**config.mk**
```make
export PLATFORM = sky130hd
export DESIGN_NAME = fault_inject_ctrl
export DESIGN_NICKNAME = d
export VERILOG_FILES = /design/src/rtl/fault_inject_ctrl.sv
export SDC_FILE = /design/constraint.sdc
export NUM_CORES = 1
export LEC_CHECK = 0
export ABC_AREA = 1
export CAP_MARGIN = 5
export CORE_UTILIZATION = 45
export DETAILED_ROUTE_END_ITERATION = 10
export MAX_ROUTING_LAYER = met4
export PLACE_DENSITY = 0.69
export SLEW_MARGIN = 25
export SYNTH_ARGS = -nofsm -noshare
export SYNTH_HDL_FRONTEND = slang
export SYNTH_SLANG_ARGS = --single-unit
```
**constraint.sdc**
```tcl
create_clock -name clk -period 1.9 [get_ports clk]
set_input_delay 0.38 -clock clk [delete_from_list [all_inputs] [get_ports clk]]
set_output_delay 0.38 -clock clk [all_outputs]
set_load 0.03 [all_outputs]
```
**src/rtl/fault_inject_ctrl.sv**
```systemverilog
// rtl/fault_inject_ctrl.sv - single-fault campaign sequencer for injection_module
module fault_inject_ctrl #(
  parameter int N_TGT   = 6,
  parameter int CNT_W   = 16,
  parameter int OBS_CYC = 8
) (
  input  logic             clk,
  input  logic             rst,
  input  logic             cfg_valid,
  output logic             cfg_ready,
  input  logic [2:0]       cfg_tgt,
  input  logic [1:0]       cfg_mode,
  input  logic [CNT_W-1:0] cfg_delay,
  input  logic [CNT_W-1:0] cfg_len,
  input  logic             abort,
  input  logic [N_TGT-1:0] clean_in,
  output logic [N_TGT-1:0] faulty_out,
  input  logic [1:0]       golden_y,
  input  logic [1:0]       dut_y,
  output logic             inj_active,
  output logic             done,
  output logic             detected,
  output logic [CNT_W-1:0] det_lat,
  output logic             cfg_err
);

  typedef enum logic [2:0] {
    S_IDLE,
    S_WAIT,
    S_INJECT,
    S_OBSERVE,
    S_REPORT
  } state_t;

  localparam logic [1:0]       MODE_SA0  = 2'b00;
  localparam logic [1:0]       MODE_SA1  = 2'b01;
  localparam logic [1:0]       MODE_FLIP = 2'b10;
  localparam logic [1:0]       MODE_RSVD = 2'b11;
  localparam logic [3:0]       TGT_LIM   = 4'(N_TGT);
  localparam logic [CNT_W-1:0] OBS_LAST  = CNT_W'(OBS_CYC - 1);
  localparam logic [CNT_W-1:0] CNT_ONE   = CNT_W'(1);
  localparam logic [CNT_W-1:0] CNT_MAX   = {CNT_W{1'b1}};

  state_t           state;
  logic [CNT_W-1:0] cnt;
  logic [CNT_W-1:0] lat_cnt;
  logic [CNT_W-1:0] len_q;
  logic [2:0]       tgt_q;
  logic [1:0]       mode_q;

  logic             cfg_bad;
  logic             mismatch;
  logic [CNT_W-1:0] len_last;

  // descriptor screening, output comparison and the zero-length-as-one rule
  always_comb begin
    cfg_bad  = ({1'b0, cfg_tgt} >= TGT_LIM) || (cfg_mode == MODE_RSVD);
    mismatch = (dut_y != golden_y);
    len_last = (len_q == '0) ? '0 : (len_q - CNT_ONE);
  end

  // corruption is keyed off the registered inj_active so abort/reset remove it on the same edge
  always_comb begin
    faulty_out = clean_in;
    if (inj_active) begin
      case (mode_q)
        MODE_SA0:  faulty_out[tgt_q] = 1'b0;
        MODE_SA1:  faulty_out[tgt_q] = 1'b1;
        MODE_FLIP: faulty_out[tgt_q] = ~clean_in[tgt_q];
        default:   faulty_out[tgt_q] = clean_in[tgt_q];
      endcase
    end
  end

  // campaign sequencer with registered status outputs and the shared down-counter
  always_ff @(posedge clk) begin
    if (rst) begin
      state      <= S_IDLE;
      cfg_ready  <= 1'b1;
      inj_active <= 1'b0;
      done       <= 1'b0;
      detected   <= 1'b0;
      det_lat    <= '0;
      cfg_err    <= 1'b0;
      cnt        <= '0;
      lat_cnt    <= '0;
      len_q      <= '0;
      tgt_q      <= '0;
      mode_q     <= '0;
    end else begin
      done <= 1'b0;

      // first mismatch in the inject/observe window freezes the latency
      if ((state == S_INJECT) || (state == S_OBSERVE)) begin
        if (mismatch && !detected) begin
          detected <= 1'b1;
          det_lat  <= lat_cnt;
        end
        if (lat_cnt != CNT_MAX) begin
          lat_cnt <= lat_cnt + CNT_ONE;
        end
      end

      case (state)
        S_IDLE: begin
          if (cfg_valid && cfg_ready) begin
            tgt_q     <= cfg_tgt;
            mode_q    <= cfg_mode;
            len_q     <= cfg_len;
            cnt       <= cfg_delay;
            detected  <= 1'b0;
            det_lat   <= '0;
            cfg_err   <= cfg_bad;
            cfg_ready <= 1'b0;
            if (cfg_bad) begin
              state <= S_REPORT;
              done  <= 1'b1;
            end else begin
              state <= S_WAIT;
            end
          end
        end

        S_WAIT: begin
          if (abort) begin
            state     <= S_IDLE;
            cfg_ready <= 1'b1;
          end else if (cnt == '0) begin
            state      <= S_INJECT;
            inj_active <= 1'b1;
            cnt        <= len_last;
            lat_cnt    <= '0;
          end else begin
            cnt <= cnt - CNT_ONE;
          end
        end

        S_INJECT: begin
          if (abort) begin
            state      <= S_IDLE;
            inj_active <= 1'b0;
            cfg_ready  <= 1'b1;
          end else if (cnt == '0) begin
            state      <= S_OBSERVE;
            inj_active <= 1'b0;
            cnt        <= OBS_LAST;
          end else begin
            cnt <= cnt - CNT_ONE;
          end
        end

        S_OBSERVE: begin
          if (abort) begin
            state     <= S_IDLE;
            cfg_ready <= 1'b1;
          end else if (cnt == '0) begin
            state <= S_REPORT;
            done  <= 1'b1;
          end else begin
            cnt <= cnt - CNT_ONE;
          end
        end

        S_REPORT: begin
          state     <= S_IDLE;
          cfg_ready <= 1'b1;
        end

        default: begin
          state      <= S_IDLE;
          inj_active <= 1'b0;
          cfg_ready  <= 1'b1;
        end
      endcase
    end
  end

endmodule

```
==> results.py, run 1 <==
metrics = {
    "run_status": {
        "status": "finished with violations",
        "violations": "setup timing",
    },
    "clock_tree": {
        "htree_num_levels": 3,
        "clock_sinks": 77,
        "tritoncts.num_buffers": 9,
        "cts-root-buf": "clkbuf_8",
        "cts.hold.buffers_added": 0,
        "clockBufferDepth": 2,
        "clock_latency_ns": 0.38,
        "clk_pin_slew_ns": 0.09,
        "cts_tree": "done",
    },
    "worst_setup_path": {
        "critPathMaxStageDelay_ns": 0.37,
        "crit_family": "flip-flops",
        "crit_slowest_cell": "dfxtp_4",
        "cp-start-kind": "register",
        "critical_path.max_fanout": 4,
        "r2r-start": "cnt[1]",
        "arrival_ns": 1.77,
        "end_kind": "primary output",
        "crit_type": "register to primary output",
        "crit_buf_inv": 2,
        "required_ns": 1.52,
        "crit_start": "tgt_q[1]",
        "path_cells": "buf_6, nor3_4, nand2_1, nand2_1, nand2_1, o21ai_1, o31ai_1, o21ai_1, o21ai_1, buf_4",
    },
    "place": {
        "port_buffers": 77,
        "dp_hpwl_um": 10500,
        "finalWeightedCongestion": 0.949,
        "placed_area_mm2": 0.00605,
    },
    "power": {
        "finalPower_mw": 10.5,
        "ir_worst_vdd_uv": 947,
        "clockPowerShare_pct": 12.7,
        "power.leakage_nw": 2.85,
        "p_seq_share_pct": 23.8,
        "switching_share_pct": 49.3,
        "p_int_mw": 5.35,
        "power_density_mw_per_mm2": 1640,
        "combPwrFrac_pct": 63.5,
        "switchingPower_mw": 5.20,
    },
    "sta": {
        "hold_viol_final": 0,
        "setup_tns_ns": -1.03,
        "max_freq_mhz": 464,
        "finalClockSkew_ns": 0.0110,
        "worst_slack_ns": -0.254,
        "grt_setup_unrepaired": "true",
        "slew_violations": 0,
        "worstMarginPinSlew_ns": 0.392,
        "finalCritPeriodShare_pct": 113,
        "whs_ns": 0.466,
        "final.min_clock_period_ns": 2.15,
        "slew_headroom_pct": 73.6,
        "setup-violations-final": 6,
    },
    "global_routing": {
        "overflow": 0,
        "grtUsageTotal_pct": 27.3,
        "grt_pass1_vias": 5068,
        "grt_pass1_wl_um": 23500,
        "antenna_found_initial": 0,
        "grt_start_max_net_pins": 34,
    },
    "finish": {
        "area_delta_synth_final_pct": 35.3,
        "layout_common_cells": "nand2_1 (146), nor2_1 (115), inv_1 (101), dfxtp_1 (72), clkdlybuf4s50_1 (70)",
        "antenna_cells": 0,
        "postLayoutCellArea_mm2": 0.00644,
        "multiInputGateArea_mm2": 0.00285,
        "final_common_cell": "nand2_1",
        "nets": 930,
        "seq_area_mm2": 0.00155,
        "fillers": 964,
        "final_core_util_pct": 62.7,
        "drive_gt1_share_pct": 16.7,
    },
    "die": {
        "ioPinCount": 78,
        "die_x_um": 105,
        "fp.dieH_um": 105,
        "core-area_mm2": 0.0103,
        "start_util_pct": 46.3,
        "rows": 37,
        "dieArea_mm2": 0.0110,
    },
    "synthesis": {
        "ys_seq_elements": 77,
        "yosysWarnings": 0,
        "syn-num-nets": 804,
        "async_reset_ff_share_pct": 0,
        "synth_area_per_cell_um2": 6.36,
        "synth_edf_count": 0,
        "ys.flop_type": "dfxtp_1",
        "syn_area_mm2": 0.00476,
        "ys_seq_area_share_pct": 32.4,
        "synthCells": 749,
        "yosysUniqueCellTypes": 42,
    },
    "route": {
        "wire_per_inst_um": 13.9,
        "vias_per_cell": 5.25,
        "drc": 0,
        "via_count": 5331,
        "drtIter0Drc": 307,
        "drt_wl_total_um": 14100,
        "ant_nets": 0,
        "dr.pass1.iters": 5,
    },
    "run": {
        "maxCapViolations": 0,
    },
    "worst_hold_path": {
        "worstHoldStart": "det_lat[9]",
        "hp-class": "register to register",
    },
}
==> worst reg2reg max path: cells and delay by family, from the launching register on <==
family | cells | cell delay (ns)
flops | 1 | 0.33
fa+ha+maj | 1 | 0.20
simple gates | 8 | 0.92
compound gates | 1 | 0.10
buf+inv | 2 | 0.19
==> power groups by stage <==
| stage | Clock (mW) | Sequential [mW] | Combinational (mW) |
|---|---|---|---|
| after floorplan | 0 | 2.69 | 4.03 |
| after global placement | 0 | 2.49 | 6.08 |
| after detailed placement | 0 | 2.50 | 6.22 |
| after CTS | 1.37 | 2.48 | 6.37 |
| after global routing | 1.44 | 2.57 | 7.42 |
| final | 1.34 | 2.51 | 6.70 |
==> synthesized netlist by cell type (6+ instances only) <==
cell | n | area [µm²]
nand2_1 | 151 | 567
nor2_1 | 121 | 454
inv_1 | 108 | 405
dfxtp_1 | 77 | 1540
nand3_1 | 57 | 285
o21ai_0 | 50 | 250
a21oi_1 | 40 | 200
xor2_1 | 25 | 219
a211oi_1 | 16 | 120
clkbuf_1 | 13 | 48.8
nand4_1 | 13 | 81.3
nor3_1 | 13 | 65.1
a21oi_2 | 8 | 70.1
buf_2 | 7 | 35.0
xnor2_1 | 6 | 52.6
==> kinds of logic (layout without fill, tap and decap cells) <==
family / count (synthesis) / count (layout) / share of synthesized area, %
compound gates: 131 / 131 / 16.3
xor+xnor: 31 / 31 / 5.70
fa+ha+maj: 4 / 4 / 1.05
buf+inv: 132 / 263 / 11.0
flops: 77 / 77 / 32.4
simple gates: 374 / 374 / 33.6
==> registers in the layout, indices dropped and copies added (netlist names), 2 cells and up <==
signal	flops
cnt	16
det_lat	16
lat_cnt	16
len_q	16
mode_q	2
state	3
tgt_q	3
==> through the flow <==
step | instances | worst slack, ns
floorplan | 749 | 0.131
global placement | 997 | -0.489
detailed placement | 997 | -0.601
CTS | 1015 | -0.251
global route | 1016 | -0.349
finish | 1016 | -0.254
==> path summary, 6_finish.rpt <==
path,to,slack (ns),cells past startpoint
hold / removal,det_lat[9],0.47,2
hold reg to reg,det_lat[9],0.47,2
setup / recovery,faulty_out[1],-0.25,10
setup reg to reg,cnt[11],0.10,12
==> layer usage <==
layer | part of all wire, % | GRT usage (%) | wire [µm]
met3 | 8.8 | 7.30 | 1240
met5 | 0 | - | 0
met4 | 2.4 | 9.66 | 341
met1 | 41 | 32.0 | 5850
met2 | 47 | 44.9 | 6690
==> final cells by class <==
type / instances / share of cell area (%)
clock inverter: 6 / 1.03
timing repair buffer: 137 / 19.4
tap: 136 / 2.64
multi-input combinational: 540 / 44.3
inverter: 110 / 6.43
clock buffer: 10 / 2.14
sequential: 77 / 24.1
==> repair_timing <==
action / in CTS / in global routing
buffers inserted: 2 / 1
gates resized for setup: 30 / 43
endpoints found under the setup margin: 7 / 31
pin swaps: 3 / 11
No activity file was read; power rests on OpenSTA's default activity.
==> run 2: changes to the inputs <==
- PLACE_DENSITY: 0.69 -> 0.73
==> run 2 against run 1 <==
The flow still finishes with violations (setup timing). Global-route usage is 0.86 points lower. Die area unchanged. Register-to-register slack barely moved. Sequential cell count did not move. Worst setup slack improved by 0.075 ns. Largest power group unchanged.
==> results.py, run 2 (synthesis results as in run 1) <==
metrics = {
    "run_status": {
        "status": "finished with violations",
        "violations": "setup timing",
    },
    "sta": {
        "max_freq_mhz": 481,
        "slew_headroom_pct": 71.2,
        "finalClockSkew_ns": 0.0152,
        "worstMarginPinSlew_ns": 0.431,
        "worst_slack_ns": -0.179,
        "setup-violations-final": 6,
        "final.min_clock_period_ns": 2.08,
        "hold_viol_final": 0,
        "slew_violations": 0,
        "grt_setup_unrepaired": "true",
        "setup_tns_ns": -0.786,
        "finalCritPeriodShare_pct": 109,
    },
    "place": {
        "finalWeightedCongestion": 0.944,
        "placed_area_mm2": 0.00605,
        "port_buffers": 77,
        "dp_hpwl_um": 10400,
        "dp_slack_ns": -0.524,
    },
    "worst_setup_path": {
        "crit_type": "register to primary output",
        "arrival_ns": 1.70,
        "cp-start-kind": "register",
        "critical_path.max_fanout": 4,
        "required_ns": 1.52,
        "r2r_slack_ns": 0.09,
        "end_kind": "primary output",
        "worst_r2r_endpoint": "cnt[15]",
        "worst-r2r-cell-count": 12,
        "r2r-start": "cnt[0]",
    },
    "die": {
        "ioPinCount": 78,
        "fp.dieH_um": 105,
        "core-area_mm2": 0.0103,
        "die_x_um": 105,
        "dieArea_mm2": 0.0110,
        "start_util_pct": 46.3,
        "rows": 37,
    },
    "worst_hold_path": {
        "worstHoldStart": "det_lat[2]",
        "hp-class": "register to register",
        "min_to": "det_lat[2]",
        "min_path_cells": 2,
    },
    "route": {
        "vias_per_cell": 5.22,
        "drt_wl_total_um": 13700,
        "drtIter0Drc": 259,
        "dr.pass1.iters": 5,
        "via_count": 5275,
        "drc": 0,
        "wire_per_inst_um": 13.5,
        "ant_nets": 0,
    },
    "power": {
        "power_density_mw_per_mm2": 1630,
        "clockPowerShare_pct": 12.8,
        "switchingPower_mw": 5.02,
        "combPwrFrac_pct": 62.7,
        "power.leakage_nw": 2.81,
        "p_int_mw": 5.34,
        "p_seq_share_pct": 24.5,
        "ir_worst_vdd_uv": 762,
        "switching_share_pct": 48.5,
        "finalPower_mw": 10.4,
    },
    "run": {
        "maxCapViolations": 0,
    },
    "global_routing": {
        "grt_pass1_vias": 4965,
        "grtUsageTotal_pct": 26.4,
        "antenna_found_initial": 0,
        "grt_pass1_wl_um": 22700,
        "grt_start_max_net_pins": 31,
        "overflow": 0,
    },
    "clock_tree": {
        "clock_latency_ns": 0.37,
        "cts-root-buf": "clkbuf_8",
        "htree_num_levels": 3,
        "post_cts_buffers": 0,
        "clk_pin_slew_ns": 0.08,
        "clockBufferDepth": 2,
        "clock_sinks": 77,
        "tritoncts.num_buffers": 9,
        "cts_tree": "done",
    },
    "finish": {
        "postLayoutCellArea_mm2": 0.00638,
        "antenna_cells": 0,
        "area_delta_synth_final_pct": 34.0,
        "final_core_util_pct": 62.1,
        "seq_area_mm2": 0.00155,
        "nets": 924,
        "final_common_cell": "nand2_1",
        "drive_gt1_share_pct": 14.5,
        "multiInputGateArea_mm2": 0.00281,
        "fillers": 937,
        "layout_common_cells": "nand2_1 (149), nor2_1 (116), inv_1 (104), dfxtp_1 (74), clkdlybuf4s50_1 (70)",
    },
}
## run 2: metrics by stage
stage	std cells	hold slack, ns
after global routing	1010	0.488
after global placement	994	0.447
after detailed placement	994	0.445
after CTS	1010	0.466
final	1010	0.461
after floorplan	749	0.448
## run 2: worst max-delay path: stages (launching register included)
cell     delay, ns
dfxtp_4       0.36
buf_6         0.13
nor3_4        0.18
nand2_1       0.06
nand2_1       0.05
nand2_1       0.04
o21ai_1       0.07
o31ai_1       0.09
o21ai_1       0.11
o21ai_1       0.08
buf_4         0.17
## run 2: metal layers
metal / vias up / GRT usage [%] / routed length, µm
met5: - / - / 0
met4: 0 / 15.5 / 615
met3: 46 / 4.74 / 805
met2: 180 / 42.8 / 6380
met1: 2400 / 30.7 / 5880
li1: 2649 / - / -
## run 2: area by class of cell
type,count,area share (%)
clock inverter,5,0.922
inverter,110,6.49
multi-input combinational,540,44.0
sequential,77,24.3
clock buffer,11,2.37
tap,136,2.67
timing repair buffer,131,19.3
## run 2: power by group through the flow
stage	sequential, mW	combinational (mW)	clock (mW)
CTS	2.51	6.31	1.35
global placement	2.52	6.04	0
floorplan	2.69	4.03	0
finish	2.54	6.50	1.32
global route	2.59	7.24	1.43
detailed placement	2.54	6.18	0
## run 2: worst max path at each step
| stage | end | depth (start not counted) | from |
|---|---|---|---|
| floorplan | faulty_out[1] | 9 | tgt_q[0] |
| CTS | faulty_out[1] | 10 | tgt_q[1] |
| detailed placement | faulty_out[5] | 9 | clean_in[5] |
| global placement | faulty_out[5] | 9 | clean_in[5] |
| global route | faulty_out[1] | 10 | tgt_q[2] |
| finish | faulty_out[1] | 10 | tgt_q[1] |
## run 2: timing repair
| action | CTS | global route |
|---|---|---|
| setup endpoints to repair | 7 | 26 |
| pin swaps | 0 | 4 |
| hold buffers | 0 | 0 |
| resized for setup | 31 | 26 |
==> run 3: changes to the inputs <==
- CAP_MARGIN: 5 -> 20
- REMOVE_ABC_BUFFERS: unset -> 1
==> run 3 against run 2 <==
The flow still finishes with violations (setup timing). Via count up 0.64%. Wire length rose by 0.72%. Register-to-register slack gained 0.03 ns. Core utilization up 1.6 points. Cell count increased by 2.2%. Combinational power is 5.8% higher. Maximum frequency decreased by 2.1%. Clock skew down 0.0061 ns. Global-route usage decreased by 0.40 points. Final area is 2.5% higher. Sequential cell count unchanged. Clock power is 6% higher. Largest cell class unchanged. Highest routed layer unchanged.
==> results.py, run 3 (synthesis results as in run 1) <==
metrics = {
    "worst_setup_path": {
        "crit_family": "compound AO/OA/AOI/OAI gates",
        "path_cells": "inv_2, buf_6, nor3_4, nand2_1, nand2_1, nand2_1, o21ai_1, o31ai_1, o21ai_1, o21ai_1, buf_4",
        "worst_r2r_endpoint": "cnt[7]",
        "arrival_ns": 1.74,
        "crit_start": "tgt_q[0]",
        "critical_path.max_fanout": 3,
        "required_ns": 1.52,
        "crit_type": "register to primary output",
        "critPathMaxStageDelay_ns": 0.36,
        "critPathCapture": "faulty_out[1]",
        "cp.depth": 11,
        "crit_buf_inv": 3,
        "crit_slowest_cell": "dfxtp_2",
        "r2r-start": "cnt[0]",
        "end_kind": "primary output",
        "r2r_slack_ns": 0.12,
        "worst-r2r-cell-count": 13,
        "cp-start-kind": "register",
    },
    "die": {
        "core-area_mm2": 0.0103,
        "rows": 37,
        "start_util_pct": 46.3,
        "ioPinCount": 78,
        "fp.dieH_um": 105,
        "die_x_um": 105,
        "dieArea_mm2": 0.0110,
    },
    "sta": {
        "max_freq_mhz": 471,
        "grt_setup_unrepaired": "true",
        "slew_headroom_pct": 75.6,
        "final.min_clock_period_ns": 2.12,
        "worst_slack_ns": -0.225,
        "finalCritPeriodShare_pct": 112,
        "finalClockSkew_ns": 0.00906,
        "setup-violations-final": 6,
        "slew_violations": 0,
        "worstMarginPinSlew_ns": 0.365,
        "hold_viol_final": 0,
    },
    "power": {
        "power_density_mw_per_mm2": 1650,
        "ir_worst_vdd_uv": 591,
        "power.leakage_nw": 2.93,
        "p_seq_share_pct": 23.1,
        "combPwrFrac_pct": 63.9,
        "switchingPower_mw": 5.11,
        "switching_share_pct": 47.4,
        "p_int_mw": 5.66,
        "clockPowerShare_pct": 13.0,
    },
    "place": {
        "finalWeightedCongestion": 0.909,
        "dpl.cell_count": 1009,
        "dp_hpwl_um": 10600,
        "dp_slack_ns": -0.520,
        "port_buffers": 77,
    },
    "run_status": {
        "status": "finished with violations",
        "violations": "setup timing",
    },
    "finish": {
        "final_common_cell": "nand2_1",
        "final_core_util_pct": 63.6,
        "area_delta_synth_final_pct": 37.3,
        "antenna_cells": 0,
        "stdcell_count": 1032,
        "nets": 946,
        "layout_common_cells": "nand2_1 (151), nor2_1 (116), inv_1 (102), buf_4 (76), dfxtp_1 (73)",
        "drive_gt1_share_pct": 16.5,
    },
    "global_routing": {
        "grt_pass1_vias": 4946,
        "overflow": 0,
        "grt_start_max_net_pins": 33,
        "grt_pass1_wl_um": 22600,
        "antenna_found_initial": 0,
        "grtUsageTotal_pct": 26.0,
    },
    "clock_tree": {
        "cts_tree": "done",
        "htree_num_levels": 3,
        "tritoncts.num_buffers": 9,
        "cts.hold.buffers_added": 0,
        "clock_latency_ns": 0.35,
        "clock_sinks": 77,
        "clockBufferDepth": 2,
        "clk_pin_slew_ns": 0.08,
        "cts-root-buf": "clkbuf_8",
    },
    "route": {
        "drtIter0Drc": 286,
        "drc": 0,
        "vias_per_cell": 5.14,
        "dr.pass1.iters": 5,
        "drt_wl_total_um": 13800,
        "via_count": 5309,
        "ant_nets": 0,
        "wire_per_inst_um": 13.3,
    },
    "worst_hold_path": {
        "hp-class": "register to register",
    },
    "run": {
        "maxCapViolations": 0,
    },
}
run 3: layout make-up:
type	instances	area (µm²)
fill	983	3740
multi-input combinational	540	2800
sequential	77	1550
timing repair buffer	153	1380
inverter	110	414
tap	136	170
clock buffer	10	138
clock inverter	6	86.3
run 3: layer usage:
layer / up-vias / wire (µm) / share of wire [%] / GRT usage (%)
met3: 18 / 603 / 4.4 / 3.68
met2: 142 / 6720 / 49 / 44.8
met4: 0 / 207 / 1.5 / 8.05
met5: - / 0 / 0 / -
li1: 2699 / - / - / -
met1: 2450 / 6240 / 45 / 31.5
run 3: how the worst min path moves through the flow:
stage | start | endpoint | slack [ns] | depth (start not counted)
after floorplan | rst | cnt[0] | 0.44 | 1
after global placement | det_lat[4] | det_lat[4] | 0.45 | 2
after detailed placement | det_lat[10] | det_lat[10] | 0.45 | 2
after CTS | det_lat[3] | det_lat[3] | 0.47 | 2
after global routing | det_lat[3] | det_lat[3] | 0.49 | 2
final | det_lat[3] | det_lat[3] | 0.46 | 2
run 3: stage by stage:
stage / power [mW] / hold slack [ns] / setup TNS, ns / area (µm²)
2_1_floorplan: 6.51 / 0.442 / -3.99 / 4650
3_3_place_gp: 8.87 / 0.445 / -1.05 / 6150
3_5_place_dp: 8.98 / 0.451 / -1.52 / 6150
4_1_cts: 10.5 / 0.466 / -1.03 / 6440
5_1_grt: 11.6 / 0.486 / -1.75 / 6540
6_report: 10.8 / 0.463 / -0.868 / 6540
run 3: what timing repair did:
| item | 4_1_cts | 5_1_grt |
|---|---|---|
| setup endpoints to repair | 9 | 34 |
| buffers inserted | 3 | 4 |
| pin swaps | 4 | 10 |
| gates resized for setup | 28 | 27 |
run 3: power groups by stage:
stage                     Clock, mW  Sequential (mW)  Combinational [mW]
final                          1.40             2.49                6.88
after global routing           1.48             2.55                7.62
after CTS                      1.42             2.48                6.61
after detailed placement          0             2.50                6.48
after global placement            0             2.49                6.39
after floorplan                   0             2.69                3.82
run 3: tightest hold or removal path, delay by kind of cell (launching register included):
family	cells	cell delay, ns
AO/OA/AOI/OAI	1	0.06
buffers and inverters	1	0.04
flip-flops	1	0.31
